$ cat src/rtl/ram_arbiter_pkg.sv
// ============================================================================
// ram_arbiter_pkg : shared encodings for the pattern-RAM Wishbone arbiter
// Revision 1.0
// ============================================================================
`default_nettype none

package ram_arbiter_pkg;

   localparam logic [1:0] ARB_IDLE = 2'd0;
   localparam logic [1:0] ARB_CPU  = 2'd1;
   localparam logic [1:0] ARB_GEN  = 2'd2;

   // CPU window is 1 KiB: the upper address bits above this width select it
   localparam int WIN_W = 10;

   localparam logic [1:0] GRANT_NONE = 2'b00;
   localparam logic [1:0] GRANT_CPU  = 2'b01;
   localparam logic [1:0] GRANT_GEN  = 2'b10;

   typedef enum logic [1:0] {
      ST_IDLE = ARB_IDLE,
      ST_CPU  = ARB_CPU,
      ST_GEN  = ARB_GEN
   } arb_state_e;

   typedef enum logic {
      M_CPU = 1'b0,
      M_GEN = 1'b1
   } master_e;

endpackage

`default_nettype wire

$ cat src/rtl/ram_arbiter_timeout.sv
// ============================================================================
// ram_arbiter_timeout : loadable down-counter flagging a missing RAM ack
// Revision 1.0
// ============================================================================
`default_nettype none

module ram_arbiter_timeout #(
   parameter logic [7:0] TIMEOUT = 8'd32
) (
   input  logic clk_i,
   input  logic rst_n_i,
   input  logic load_i,
   input  logic active_i,
   input  logic ack_i,
   output logic expired_o
);

   logic [7:0] count_q;
   logic [7:0] count_d;

   always_comb begin
      count_d = count_q;
      if (load_i) begin
         count_d = TIMEOUT;
      end else if (active_i && !ack_i && (count_q != 8'd0)) begin
         count_d = count_q - 8'd1;
      end
   end

   always_ff @(posedge clk_i or negedge rst_n_i) begin
      if (!rst_n_i) begin
         count_q <= 8'd0;
      end else begin
         count_q <= count_d;
      end
   end

   // A zero TIMEOUT loads 0, which never matches 1, so expiry is disabled
   assign expired_o = active_i && !ack_i && (count_q == 8'd1) && (TIMEOUT != 8'd0);

endmodule

`default_nettype wire

$ cat src/rtl/ram_arbiter.sv
// ============================================================================
// ram_arbiter : round-robin Wishbone arbiter, CPU + generator onto pattern RAM
// Revision 1.0
// ============================================================================
`default_nettype none

module ram_arbiter
   import ram_arbiter_pkg::*;
#(
   parameter logic [31:0] BASE_ADDRESS = 32'h3000_0400,
   parameter logic [7:0]  TIMEOUT      = 8'd32
) (
   input  logic        caravel_wb_clk_i,
   input  logic        caravel_wb_rst_n_i,
   input  logic        caravel_wb_stb_i,
   input  logic        caravel_wb_cyc_i,
   input  logic        caravel_wb_we_i,
   input  logic [3:0]  caravel_wb_sel_i,
   input  logic [31:0] caravel_wb_dat_i,
   input  logic [31:0] caravel_wb_adr_i,
   output logic        caravel_wb_ack_o,
   output logic        caravel_wb_err_o,
   output logic [31:0] caravel_wb_dat_o,
   input  logic        gen_wb_stb_i,
   input  logic        gen_wb_cyc_i,
   input  logic [7:0]  gen_wb_adr_i,
   output logic        gen_wb_ack_o,
   output logic        gen_wb_err_o,
   output logic [31:0] gen_wb_dat_o,
   output logic        ram_wb_stb_o,
   output logic        ram_wb_cyc_o,
   output logic        ram_wb_we_o,
   output logic [3:0]  ram_wb_sel_o,
   output logic [31:0] ram_wb_dat_o,
   output logic [7:0]  ram_wb_adr_o,
   input  logic        ram_wb_ack_i,
   input  logic [31:0] ram_wb_dat_i,
   output logic [1:0]  grant_o
);

   arb_state_e  state_q,      state_d;
   master_e     last_grant_q, last_grant_d;
   logic        ram_act_q,    ram_act_d;
   logic        ram_we_q,     ram_we_d;
   logic [3:0]  ram_sel_q,    ram_sel_d;
   logic [31:0] ram_dat_q,    ram_dat_d;
   logic [7:0]  ram_adr_q,    ram_adr_d;
   logic        cpu_ack_q,    cpu_ack_d;
   logic        cpu_err_q,    cpu_err_d;
   logic [31:0] cpu_dat_q,    cpu_dat_d;
   logic        gen_ack_q,    gen_ack_d;
   logic        gen_err_q,    gen_err_d;
   logic [31:0] gen_dat_q,    gen_dat_d;

   logic cpu_hit;
   logic cpu_req;
   logic gen_req;
   logic tmo_load;
   logic tmo_expired;
   logic unused_adr_bits;

   assign unused_adr_bits = ^caravel_wb_adr_i[1:0];

   assign cpu_hit = (caravel_wb_adr_i[31:WIN_W] == BASE_ADDRESS[31:WIN_W]);

   // A master still showing ack/err this cycle has not yet seen its completion,
   // so its strobe is stale and must not win a new grant.
   assign cpu_req = caravel_wb_stb_i && caravel_wb_cyc_i && cpu_hit && !(cpu_ack_q || cpu_err_q);
   assign gen_req = gen_wb_stb_i && gen_wb_cyc_i && !(gen_ack_q || gen_err_q);

   always_comb begin
      state_d      = state_q;
      last_grant_d = last_grant_q;
      ram_act_d    = ram_act_q;
      ram_we_d     = ram_we_q;
      ram_sel_d    = ram_sel_q;
      ram_dat_d    = ram_dat_q;
      ram_adr_d    = ram_adr_q;
      cpu_ack_d    = 1'b0;
      cpu_err_d    = 1'b0;
      cpu_dat_d    = cpu_dat_q;
      gen_ack_d    = 1'b0;
      gen_err_d    = 1'b0;
      gen_dat_d    = gen_dat_q;
      tmo_load     = 1'b0;

      case (state_q)
         ST_IDLE: begin
            if (cpu_req && (!gen_req || (last_grant_q == M_GEN))) begin
               state_d      = ST_CPU;
               last_grant_d = M_CPU;
               ram_act_d    = 1'b1;
               ram_we_d     = caravel_wb_we_i;
               ram_sel_d    = caravel_wb_sel_i;
               ram_dat_d    = caravel_wb_dat_i;
               ram_adr_d    = caravel_wb_adr_i[WIN_W-1:2];
               tmo_load     = 1'b1;
            end else if (gen_req) begin
               state_d      = ST_GEN;
               last_grant_d = M_GEN;
               ram_act_d    = 1'b1;
               ram_we_d     = 1'b0;
               ram_sel_d    = 4'b1111;
               ram_dat_d    = 32'd0;
               ram_adr_d    = gen_wb_adr_i;
               tmo_load     = 1'b1;
            end
         end
         ST_CPU, ST_GEN: begin
            if (ram_wb_ack_i) begin
               state_d   = ST_IDLE;
               ram_act_d = 1'b0;
               if (state_q == ST_CPU) begin
                  cpu_ack_d = 1'b1;
                  cpu_dat_d = ram_wb_dat_i;
               end else begin
                  gen_ack_d = 1'b1;
                  gen_dat_d = ram_wb_dat_i;
               end
            end else if (tmo_expired) begin
               state_d   = ST_IDLE;
               ram_act_d = 1'b0;
               if (state_q == ST_CPU) begin
                  cpu_err_d = 1'b1;
               end else begin
                  gen_err_d = 1'b1;
               end
            end
         end
         default: begin
            state_d = ST_IDLE;
         end
      endcase
   end

   always_ff @(posedge caravel_wb_clk_i or negedge caravel_wb_rst_n_i) begin
      if (!caravel_wb_rst_n_i) begin
         state_q      <= ST_IDLE;
         last_grant_q <= M_CPU;
         ram_act_q    <= 1'b0;
         ram_we_q     <= 1'b0;
         ram_sel_q    <= 4'd0;
         ram_dat_q    <= 32'd0;
         ram_adr_q    <= 8'd0;
         cpu_ack_q    <= 1'b0;
         cpu_err_q    <= 1'b0;
         cpu_dat_q    <= 32'd0;
         gen_ack_q    <= 1'b0;
         gen_err_q    <= 1'b0;
         gen_dat_q    <= 32'd0;
      end else begin
         state_q      <= state_d;
         last_grant_q <= last_grant_d;
         ram_act_q    <= ram_act_d;
         ram_we_q     <= ram_we_d;
         ram_sel_q    <= ram_sel_d;
         ram_dat_q    <= ram_dat_d;
         ram_adr_q    <= ram_adr_d;
         cpu_ack_q    <= cpu_ack_d;
         cpu_err_q    <= cpu_err_d;
         cpu_dat_q    <= cpu_dat_d;
         gen_ack_q    <= gen_ack_d;
         gen_err_q    <= gen_err_d;
         gen_dat_q    <= gen_dat_d;
      end
   end

   ram_arbiter_timeout #(
      .TIMEOUT (TIMEOUT)
   ) u_timeout (
      .clk_i     (caravel_wb_clk_i),
      .rst_n_i   (caravel_wb_rst_n_i),
      .load_i    (tmo_load),
      .active_i  (state_q != ST_IDLE),
      .ack_i     (ram_wb_ack_i),
      .expired_o (tmo_expired)
   );

   assign ram_wb_cyc_o     = ram_act_q;
   assign ram_wb_stb_o     = ram_act_q;
   assign ram_wb_we_o      = ram_we_q;
   assign ram_wb_sel_o     = ram_sel_q;
   assign ram_wb_dat_o     = ram_dat_q;
   assign ram_wb_adr_o     = ram_adr_q;
   assign caravel_wb_ack_o = cpu_ack_q;
   assign caravel_wb_err_o = cpu_err_q;
   assign caravel_wb_dat_o = cpu_dat_q;
   assign gen_wb_ack_o     = gen_ack_q;
   assign gen_wb_err_o     = gen_err_q;
   assign gen_wb_dat_o     = gen_dat_q;
   assign grant_o          = state_q;

endmodule

`default_nettype wire

$ cat config.mk
export PLATFORM = sky130hd
export DESIGN_NAME = ram_arbiter
export DESIGN_NICKNAME = d
export VERILOG_FILES = /design/src/rtl/ram_arbiter_pkg.sv /design/src/rtl/ram_arbiter_timeout.sv /design/src/rtl/ram_arbiter.sv
export SDC_FILE = /design/constraint.sdc
export NUM_CORES = 1
export LEC_CHECK = 0
export BUFFER_PORTS_ARGS = -buffer_cell sky130_fd_sc_hd__buf_2
export CAP_MARGIN = 20
export CELL_PAD_IN_SITES_DETAIL_PLACEMENT = 1
export CELL_PAD_IN_SITES_GLOBAL_PLACEMENT = 2
export CORE_MARGIN = 8
export CORE_UTILIZATION = 27
export CTS_BUF_LIST = sky130_fd_sc_hd__clkbuf_4 sky130_fd_sc_hd__clkbuf_8
export DETAILED_ROUTE_END_ITERATION = 16
export PLACE_DENSITY_LB_ADDON = 0.1
export SYNTH_ARGS = -nofsm -noshare
export SYNTH_HDL_FRONTEND = slang
export SYNTH_SLANG_ARGS = --single-unit
$ cat constraint.sdc
create_clock -name caravel_wb_clk_i -period 1.7 [get_ports caravel_wb_clk_i]
set_input_delay 0.34 -clock caravel_wb_clk_i [delete_from_list [all_inputs] [get_ports caravel_wb_clk_i]]
set_output_delay 0.34 -clock caravel_wb_clk_i [all_outputs]
set_load 0.01 [all_outputs]
==> metrics.md, run 1 <==
| Metric | Value |
|---|---|
| Status | finished, violations left |
| Failing checks | setup timing |
| Standard cell area after detailed placement | 7240 um^2 |
| Iteration-0 DRC count of the detailed router | 100 |
| Worst Setup Path Type | flip-flop to flip-flop |
| DIE WIDTH | 158 um |
| WHS Path Cells | 2 |
| Routability congestion estimate from global placement | 0.778 |
| Non-filler instance count after layout | 997 |
| Logic depth of the worst register-to-register path | 5 |
| Net switching power | 3.27 mW |
| Number of buffers on the longest clock path | 2 |
| Vias in the first global route | 5106 |
| Post-layout util | 0.396 |
| Floorplan die area | 25000 um^2 |
| Fmax | 0.588 GHz |
| Max_slew headroom | 0.765 |
| Critical register-to-register path endpoint | ram_wb_adr_o[3]$_DFFE_PN0P_ |
| Critical path cell sequence | and4bb_4 -> nand4_4 -> buf_6 -> or4_1 -> o211a_1 |
| Clk network pwr share | 0.273 |
| Critical Path AT | 2.04 ns |
| Cell family contributing the most delay on the critical path | simple AND/OR/NAND/NOR gates |
| Max-slew violation count | 0 |
| Critical Path Sink Type | flip-flop |
| Launching element of the worst setup path | caravel_wb_err_o$_DFF_PN0_ |
| Worst slack after detailed placement | -0.252 ns |
| DRT antenna net count | 0 |
| CTS sink cnt | 125 |
| Clock slew at reported path FFs | 0.09 ns |
| Mapped Area | 5460 um^2 |
| Total via count in the routed design | 4420 |
| Library cell contributing the largest single delay on the critical path | or4_1 |
| Number of primary I/O pins | 233 |
| Count of H-tree levels built during CTS | 4 |
| Post-Synthesis Net Count | 557 |
| Clock tree from TritonCTS | done |
| Worst path required time | 2.04 ns |
| DRC Markers | 0 |
| LEAKAGE | 4.08 nW |
| Global router's overall resource usage | 0.143 |
| Input/output buffers | 230 |
| Core Box Area | 20000 um^2 |
| Share of the clock period used by the worst path after layout | 1.00 |
| Post-layout min period | 1.70 ns |
| Class of the tightest hold or removal check | input pin to flip-flop |
| Ratio of cells with drive above 1 in the final layout | 0.563 |
| Total global routing overflow | 0 |
| Final wirelength | 18100 um |
| Final hold viol count | 0 |
| Total of endpoints with negative setup slack in the final report | 1 |
| Startpoint of the most critical register-to-register path | caravel_wb_err_o$_DFF_PN0_ |
| Maximum VDD drop | 0.000512 V |
| Delay of the slowest cell on the worst path | 0.41 ns |
| Endpoint of the worst hold path | ram_wb_sel_o[1]$_DFFE_PN0P_ |
| Count of maximum capacitance violations | 0 |
| Startpoint type of the worst setup path | flip-flop |
| Number of detailed-routing iterations run before antenna repair | 4 |
| Pint | 6.53 mW |
| Number of cells in the design after placement | 950 |
| Area grow syn2layout | 45.4% |
| Clk Latency, worst-skew pair | 0.44 ns |
| Routed vias/inst | 4.43 |
| Pin count of the biggest net entering global routing | 38 |
| Final Instance Area | 7940 um^2 |
| Sequential-to-total area share from yosys stat | 0.573 |
| Number of library cell types mapped by synthesis | 47 |
| Most instantiated flip-flop cell in the synthesis netlist | dfrtp_1 |
| Hold Crit Start | caravel_wb_sel_i[1] |
| Number of flops mapped to enable cells by yosys | 0 |
| Buffers & Inverters on Critical Path | 1 |
| Crit path setup slack, layout | -0.000299 ns |
| CTS Root Buffer Type | clkbuf_8 |
| Post-synthesis average cell area | 12.5 um^2 |
| Number of instances in the synthesized netlist | 437 |
| TritonCTS buffer count | 17 |
| Fill cell instance count of the final layout | 2256 |
| Slew at the pin with the worst max-slew slack | 0.352 ns |
| WL/cell | 18.2 um |
| Final layout net count | 832 |
| Fraction of power spent switching nets | 0.334 |
| Combinational share of power | 0.329 |
| Critical Path Fanout Max | 17 |
| Number of antenna violations at the first check in global routing | 4 |
| Sum of net half-perimeters after detailed placement | 13400 um |
| Die boundary height | 158 um |
| Reg power frac | 0.398 |
| Starting density of the core | 0.273 |
| Count of state elements after synthesis | 125 |
| First-pass GRT wire length | 27500 um |
| R2R setup slack | -0.0003 ns |
| Final worst clock skew | 0.0205 ns |
| Setup repair after global routing missed its margin | yes |
| Rows | 52 |
| Synthesis warning total | 0 |
| Async SR Flop Fraction | 1.00 |
| Power per unit of standard cell area | 1230 nW/um^2 |
[timing repair]
action	in CTS	in global routing
gates resized for setup	13	19
hold endpoints to repair	13	0
setup buffers	2	7
cloned	0	3
setup endpoints to repair	48	84
hold buffers	1	0
pin swaps	3	7
[layer usage]
metal  up-vias  GRT usage  part of all wire
met5         -          0            0.0012
met4         4     0.0458             0.012
met3        20     0.0658              0.11
met2       152      0.240              0.50
met1      2182      0.157              0.38
li1       2062          -                 -
[area by class of cell]
cell class | count | area (um^2) | area share
antenna | 2 | 5.00 | 0.000630
clock buffer | 18 | 241 | 0.0304
clock inverter | 14 | 160 | 0.0202
inverter | 43 | 161 | 0.0203
multi-input combinational | 244 | 2200 | 0.277
sequential | 125 | 3130 | 0.394
tap | 270 | 338 | 0.0425
timing repair buffer | 281 | 1710 | 0.215
[cells in the mapped netlist (2+ instances only)]
master,count,area share
buf_1,3,0.0021
xor2_1,3,0.0048
mux2i_1,33,0.060
nor4_1,5,0.0057
a21oi_1,15,0.014
mux2_1,4,0.0082
or4_1,10,0.014
nor4_2,2,0.0046
o211ai_1,4,0.0055
buf_4,2,0.0027
o21ai_0,12,0.011
xnor2_1,3,0.0048
buf_8,2,0.0055
nor2_1,7,0.0048
inv_1,43,0.030
ha_1,4,0.0092
nand2_1,37,0.025
nand2b_1,5,0.0057
and4bb_2,3,0.0069
nand3_1,3,0.0027
nor3_1,2,0.0018
clkbuf_1,13,0.0089
o211a_1,8,0.015
dfrtp_1,125,0.57
mux2_2,64,0.13
buf_2,4,0.0037
[worst max path at each step]
stage	to	cells past startpoint	slack, ns
finish	ram_wb_adr_o[3]$_DFFE_PN0P_	5	-0.0003
global route	ram_wb_dat_o[27]$_DFFE_PN0P_	6	-0.09
CTS	ram_wb_dat_o[27]$_DFFE_PN0P_	6	-0.07
detailed placement	ram_wb_adr_o[3]$_DFFE_PN0P_	6	-0.25
global placement	ram_wb_adr_o[7]$_DFFE_PN0P_	6	-0.20
floorplan	gen_wb_dat_o[10]$_DFFE_PN0P_	5	-0.09
[power groups by stage]
stage               registers (mW)  logic [mW]  clock network [mW]
global route                  4.00        3.55                2.91
CTS                           3.90        3.01                2.80
detailed placement            3.94        2.91                   0
floorplan                     4.18        1.25                   0
global placement              3.90        2.83                   0
finish                        3.89        3.22                2.68
[registers in the layout, indices dropped and copies added (netlist names), 2 cells and up]
register	cells
gen_wb_dat_o	32
u_timeout.count_q	8
caravel_wb_dat_o	32
ram_wb_sel_o	4
ram_wb_adr_o	8
grant_o	2
ram_wb_dat_o	32
[cell usage in the layout (no fill, tap or decap), types with 2 or more instances in the layout]
master / Yosys / layout
o211ai_1: 4 / 4
clkbuf_8: 0 / 17
o211a_1: 8 / 8
nand2b_1: 5 / 5
o21ai_0: 12 / 11
mux2_2: 64 / 64
nand2_1: 37 / 37
buf_4: 2 / 37
diode_2: 0 / 2
clkbuf_16: 0 / 2
xnor2_1: 3 / 2
mux2i_1: 33 / 32
clkinvlp_4: 0 / 3
buf_6: 1 / 2
inv_1: 43 / 40
buf_12: 0 / 10
nand3_1: 3 / 2
mux2_1: 4 / 4
buf_2: 4 / 229
nor4_4: 1 / 2
nor4_2: 2 / 4
nor2_1: 7 / 6
nor4_1: 5 / 2
bufinv_16: 0 / 2
and4bb_2: 3 / 2
ha_4: 0 / 3
or4_1: 10 / 9
inv_6: 0 / 4
a21oi_1: 15 / 14
inv_2: 0 / 3
dfrtp_1: 125 / 125
clkinv_4: 0 / 3
xor2_1: 3 / 3
[cells by family (layout without fill, tap and decap cells)]
logic type / Yosys count / count (layout) / share of synthesized area
XOR/XNOR: 6 / 6 / 0.00962
AO/OA/AOI/OAI: 49 / 49 / 0.0607
buffers and inverters: 68 / 356 / 0.0545
flip-flops: 125 / 125 / 0.573
other: 0 / 2 / 0
AND/OR/NAND/NOR: 84 / 84 / 0.0928
multiplexers: 101 / 101 / 0.201
adder cells (fa/ha/maj): 4 / 4 / 0.00916
[stage by stage]
stage               hold slack, ns  total power, mW   TNS [ns]
floorplan                   0.0444             5.42      -2.60
global placement             0.252             6.73      -7.51
detailed placement           0.252             6.85      -8.19
CTS                         0.0846             9.71     -0.704
global route                0.0821             10.5      -1.53
finish                       0.121             9.80  -0.000299
No activity file was read; power rests on OpenSTA's default activity.
==> run 2, diff against run 1 <==
--- a/config.mk
+++ b/config.mk
@@ -5,12 +5,13 @@
 export SDC_FILE = /design/constraint.sdc
 export NUM_CORES = 1
 export LEC_CHECK = 0
+export ABC_AREA = 1
 export BUFFER_PORTS_ARGS = -buffer_cell sky130_fd_sc_hd__buf_2
 export CAP_MARGIN = 20
 export CELL_PAD_IN_SITES_DETAIL_PLACEMENT = 1
 export CELL_PAD_IN_SITES_GLOBAL_PLACEMENT = 2
 export CORE_MARGIN = 8
-export CORE_UTILIZATION = 27
+export CORE_UTILIZATION = 25
 export CTS_BUF_LIST = sky130_fd_sc_hd__clkbuf_4 sky130_fd_sc_hd__clkbuf_8
 export DETAILED_ROUTE_END_ITERATION = 16
 export PLACE_DENSITY_LB_ADDON = 0.1
==> metrics.md, run 2 <==
| Metric | Value |
|---|---|
| Delay of the slowest cell on the worst path | 0.38 ns (was 0.41 ns) |
| Final hold viol count | 0 (unchanged) |
| Max-slew violation count | 0 (unchanged) |
| Number of primary I/O pins | 233 (unchanged) |
| Critical Path Sink Type | flip-flop (unchanged) |
| Total via count in the routed design | 4870 (was 4420) |
| Total of endpoints with negative setup slack in the final report | 0 (was 1) |
| Most common library cell in the layout ignoring fill and taps | buf_2 (unchanged) |
| Count of state elements after synthesis | 125 (unchanged) |
| WHS Path Cells | 3 (was 2) |
| Sum of net half-perimeters after detailed placement | 13600 um (was 13400 um) |
| Number of buffers on the longest clock path | 2 (unchanged) |
| Post-layout power | 9.27 mW (was 9.80 mW) |
| Max_slew headroom | 0.699 (was 0.765) |
| Critical Path Fanout Max | 5 (was 17) |
| LEAKAGE | 4.25 nW (was 4.08 nW) |
| Number of detailed-routing iterations run before antenna repair | 4 (unchanged) |
| Number of instances in the synthesized netlist | 619 (was 437) |
| Count of H-tree levels built during CTS | 4 (unchanged) |
| Cell family contributing the most delay on the critical path | simple AND/OR/NAND/NOR gates (unchanged) |
| Post-synthesis average cell area | 8.67 um^2 (was 12.5 um^2) |
| Input/output buffers | 230 (unchanged) |
| Status | finished clean (was finished, violations left) |
| Share of Yosys cell area claimed by the top area cell type | 0.583 (was 0.573) |
| Post-layout min period | 1.60 ns (was 1.70 ns) |
| Setup repair after global routing missed its margin | yes (unchanged) |
| Vias in the first global route | 5320 (was 5106) |
| Final wirelength | 17900 um (was 18100 um) |
| Clock tree from TritonCTS | done (unchanged) |
| DRT antenna net count | 0 (unchanged) |
| Fmax | 0.625 GHz (was 0.588 GHz) |
| DRC Markers | 0 (unchanged) |
| Ratio of cells with drive above 1 in the final layout | 0.349 (was 0.563) |
| Routability congestion estimate from global placement | 0.762 (was 0.778) |
| Pin count of the biggest net entering global routing | 66 (was 38) |
| TritonCTS buffer count | 17 (unchanged) |
| Cell repeated most along the worst path | nand2_1 |
| Number of cells in the design after placement | 1117 (was 950) |
| Critical path cell sequence | inv_1 -> ha_1 -> nor3b_2 -> nand2_1 -> nand2_2 -> nor2_1 -> xor2_1 -> nand2_1 (was and4bb_4 -> nand4_4 -> buf_6 -> or4_1 -> o211a_1) |
| Power per unit of standard cell area | 1240 nW/um^2 (was 1230 nW/um^2) |
| Most instantiated flip-flop cell in the synthesis netlist | dfrtp_1 (unchanged) |
| Rows | 53 (was 52) |
| Buffers & Inverters on Critical Path | 1 (unchanged) |
| Critical Path AT | 1.92 ns (was 2.04 ns) |
| Die boundary height | 163 um (was 158 um) |
| Worst path required time | 2.02 ns (was 2.04 ns) |
| DIE WIDTH | 163 um (was 158 um) |
| First-pass GRT wire length | 28800 um (was 27500 um) |
| Total global routing overflow | 0 (unchanged) |
| Floorplan die area | 26400 um^2 (was 25000 um^2) |
| Final worst clock skew | 0.0119 ns (was 0.0205 ns) |
| Mapped Area | 5370 um^2 (was 5460 um^2) |
| Async SR Flop Fraction | 1.00 (unchanged) |
| Area grow syn2layout | 38.7% (was 45.4%) |
| Global router's overall resource usage | 0.137 (was 0.143) |
| Final layout net count | 984 (was 832) |
| CTS sink cnt | 125 (unchanged) |
| Starting density of the core | 0.255 (was 0.273) |
| Leading cell type by number of instances after synthesis | nand2_1 (was dfrtp_1) |
| Share of the clock period used by the worst path after layout | 0.941 (was 1.00) |
| Number of flops mapped to enable cells by yosys | 0 (unchanged) |
| Fill cell instance count of the final layout | 2592 (was 2256) |
| Routed vias/inst | 4.22 (was 4.43) |
| Number of antenna violations at the first check in global routing | 1 (was 4) |
| Worst Setup Path Type | flip-flop to flip-flop (unchanged) |
| Logic depth of the worst register-to-register path | 8 (was 5) |
| Count of maximum capacitance violations | 0 (unchanged) |
| Class of the tightest hold or removal check | input pin to flip-flop (unchanged) |
| WL/cell | 15.5 um (was 18.2 um) |
| Clk Latency, worst-skew pair | 0.44 ns (about the same) |
| Slew at the pin with the worst max-slew slack | 0.451 ns (was 0.352 ns) |
| Sequential-to-total area share from yosys stat | 0.583 (was 0.573) |
| Crit path depth | 8 (was 5) |
| Clock slew at reported path FFs | 0.08 ns (was 0.09 ns) |
| Number of library cell types mapped by synthesis | 26 (was 47) |
| Synthesis warning total | 0 (unchanged) |
| CTS Root Buffer Type | clkbuf_8 (unchanged) |
| Post-Synthesis Net Count | 739 (was 557) |
| Core Box Area | 21000 um^2 (was 20000 um^2) |
| Most numerous cell types in the synthesized netlist | 193 x nand2_1, 125 x dfrtp_1, 67 x inv_1, 66 x o21ai_0, 57 x nor2_1 (was 125 x dfrtp_1, 64 x mux2_2, 43 x inv_1, 37 x nand2_1, 33 x mux2i_1) |
| Iteration-0 DRC count of the detailed router | 235 (was 100) |
| Highest-count cells in the layout ignoring fill and taps | 229 x buf_2, 191 x nand2_1, 125 x dfrtp_1 (was 229 x buf_2, 125 x dfrtp_1, 64 x mux2_2) |
| Post-synthesis cell type with the largest combined area | dfrtp_1 (unchanged) |
| Maximum VDD drop | 0.000526 V (was 0.000512 V) |
| Library cell contributing the largest single delay on the critical path | dfrtp_1 (was or4_1) |
| Startpoint type of the worst setup path | flip-flop (unchanged) |
| Non-filler instance count after layout | 1153 (was 997) |
| Leading cell types by total area after synthesis | dfrtp_1 58%, nand2_1 13%, o21ai_0 6.2%, inv_1 4.7%, nor2_1 4.0% (was dfrtp_1 57%, mux2_2 13%, mux2i_1 6.0%, inv_1 3.0%, nand2_1 2.5%) |
==> run 2: worst min-delay path, stage by stage <==
cell     delay (ns)
buf_2          0.07
nand3_1        0.06
nand2_1        0.06
==> run 2: cell families after synthesis <==
group           Yosys count  share of synthesized area
flops                   125                      0.583
compound gates           69                     0.0690
xor+xnor                  4                    0.00652
simple gates            322                      0.255
fa+ha+maj                 4                    0.00932
buf+inv                  95                     0.0776
==> run 2: layout make-up <==
| cell class | instances | area (um^2) | area share |
|---|---|---|---|
| Sequential cell | 125 | 3130 | 0.420 |
| Clock buffer | 17 | 234 | 0.0314 |
| Multi-Input combinational cell | 399 | 1860 | 0.249 |
| Clock inverter | 15 | 184 | 0.0247 |
| Inverter | 68 | 255 | 0.0343 |
| Tap cell | 275 | 344 | 0.0462 |
| Timing Repair Buffer | 253 | 1440 | 0.194 |
| Antenna cell | 1 | 2.50 | 0.000336 |
==> run 2: where the power goes <==
part           switching [mW]  internal, mW  total, mW
clock network            1.32          1.48       2.80
logic                    1.57          1.01       2.58
registers               0.343          3.54       3.89
total                    3.23          6.03       9.27
==> run 2: worst paths after layout <==
kind | start | slack [ns] | end
max | u_timeout.count_q[0]$_DFFE_PN0P_ | 0.10 | u_timeout.count_q[5]$_DFFE_PN0P_
min | caravel_wb_dat_i[26] | 0.13 | ram_wb_dat_o[26]$_DFFE_PN0P_
max reg2reg | u_timeout.count_q[0]$_DFFE_PN0P_ | 0.10 | u_timeout.count_q[5]$_DFFE_PN0P_
min reg2reg | ram_wb_dat_o[26]$_DFFE_PN0P_ | 0.47 | ram_wb_dat_o[26]$_DFFE_PN0P_
max in group asynchronous | caravel_wb_rst_n_i | 0.66 | caravel_wb_dat_o[21]$_DFFE_PN0P_
min in group asynchronous | caravel_wb_rst_n_i | 0.43 | u_timeout.count_q[1]$_DFFE_PN0P_
==> run 2: timing repair <==
action | in CTS | in global routing
hold buffers | 1 | 0
endpoints found under the hold margin | 25 | 0
cloned | 0 | 0
setup endpoints to repair | 32 | 40
buffers inserted | 0 | 2
pin swaps | 0 | 2
gates resized for setup | 1 | 7
==> run 2: stage by stage <==
step                area, um^2  TNS, ns  setup WS [ns]  hold slack [ns]   util
finish                    7450        0          0.101            0.130  0.354
floorplan                 5370        0         0.0988           0.0444      -
global placement          6970        0         0.0341            0.319  0.332
global route              7440  -0.0533        -0.0266           0.0993  0.354
CTS                       7400        0         0.0292           0.0906  0.352
detailed placement        6970   -0.389        -0.0484            0.325  0.332
==> run 2: metal layers <==
layer / GRT usage / up-vias / wire [um]
met5: 0 / - / 12
li1: - / 2413 / -
met2: 0.220 / 161 / 8230
met4: 0.0455 / 2 / 282
met3: 0.0675 / 20 / 1920
met1: 0.156 / 2274 / 7420
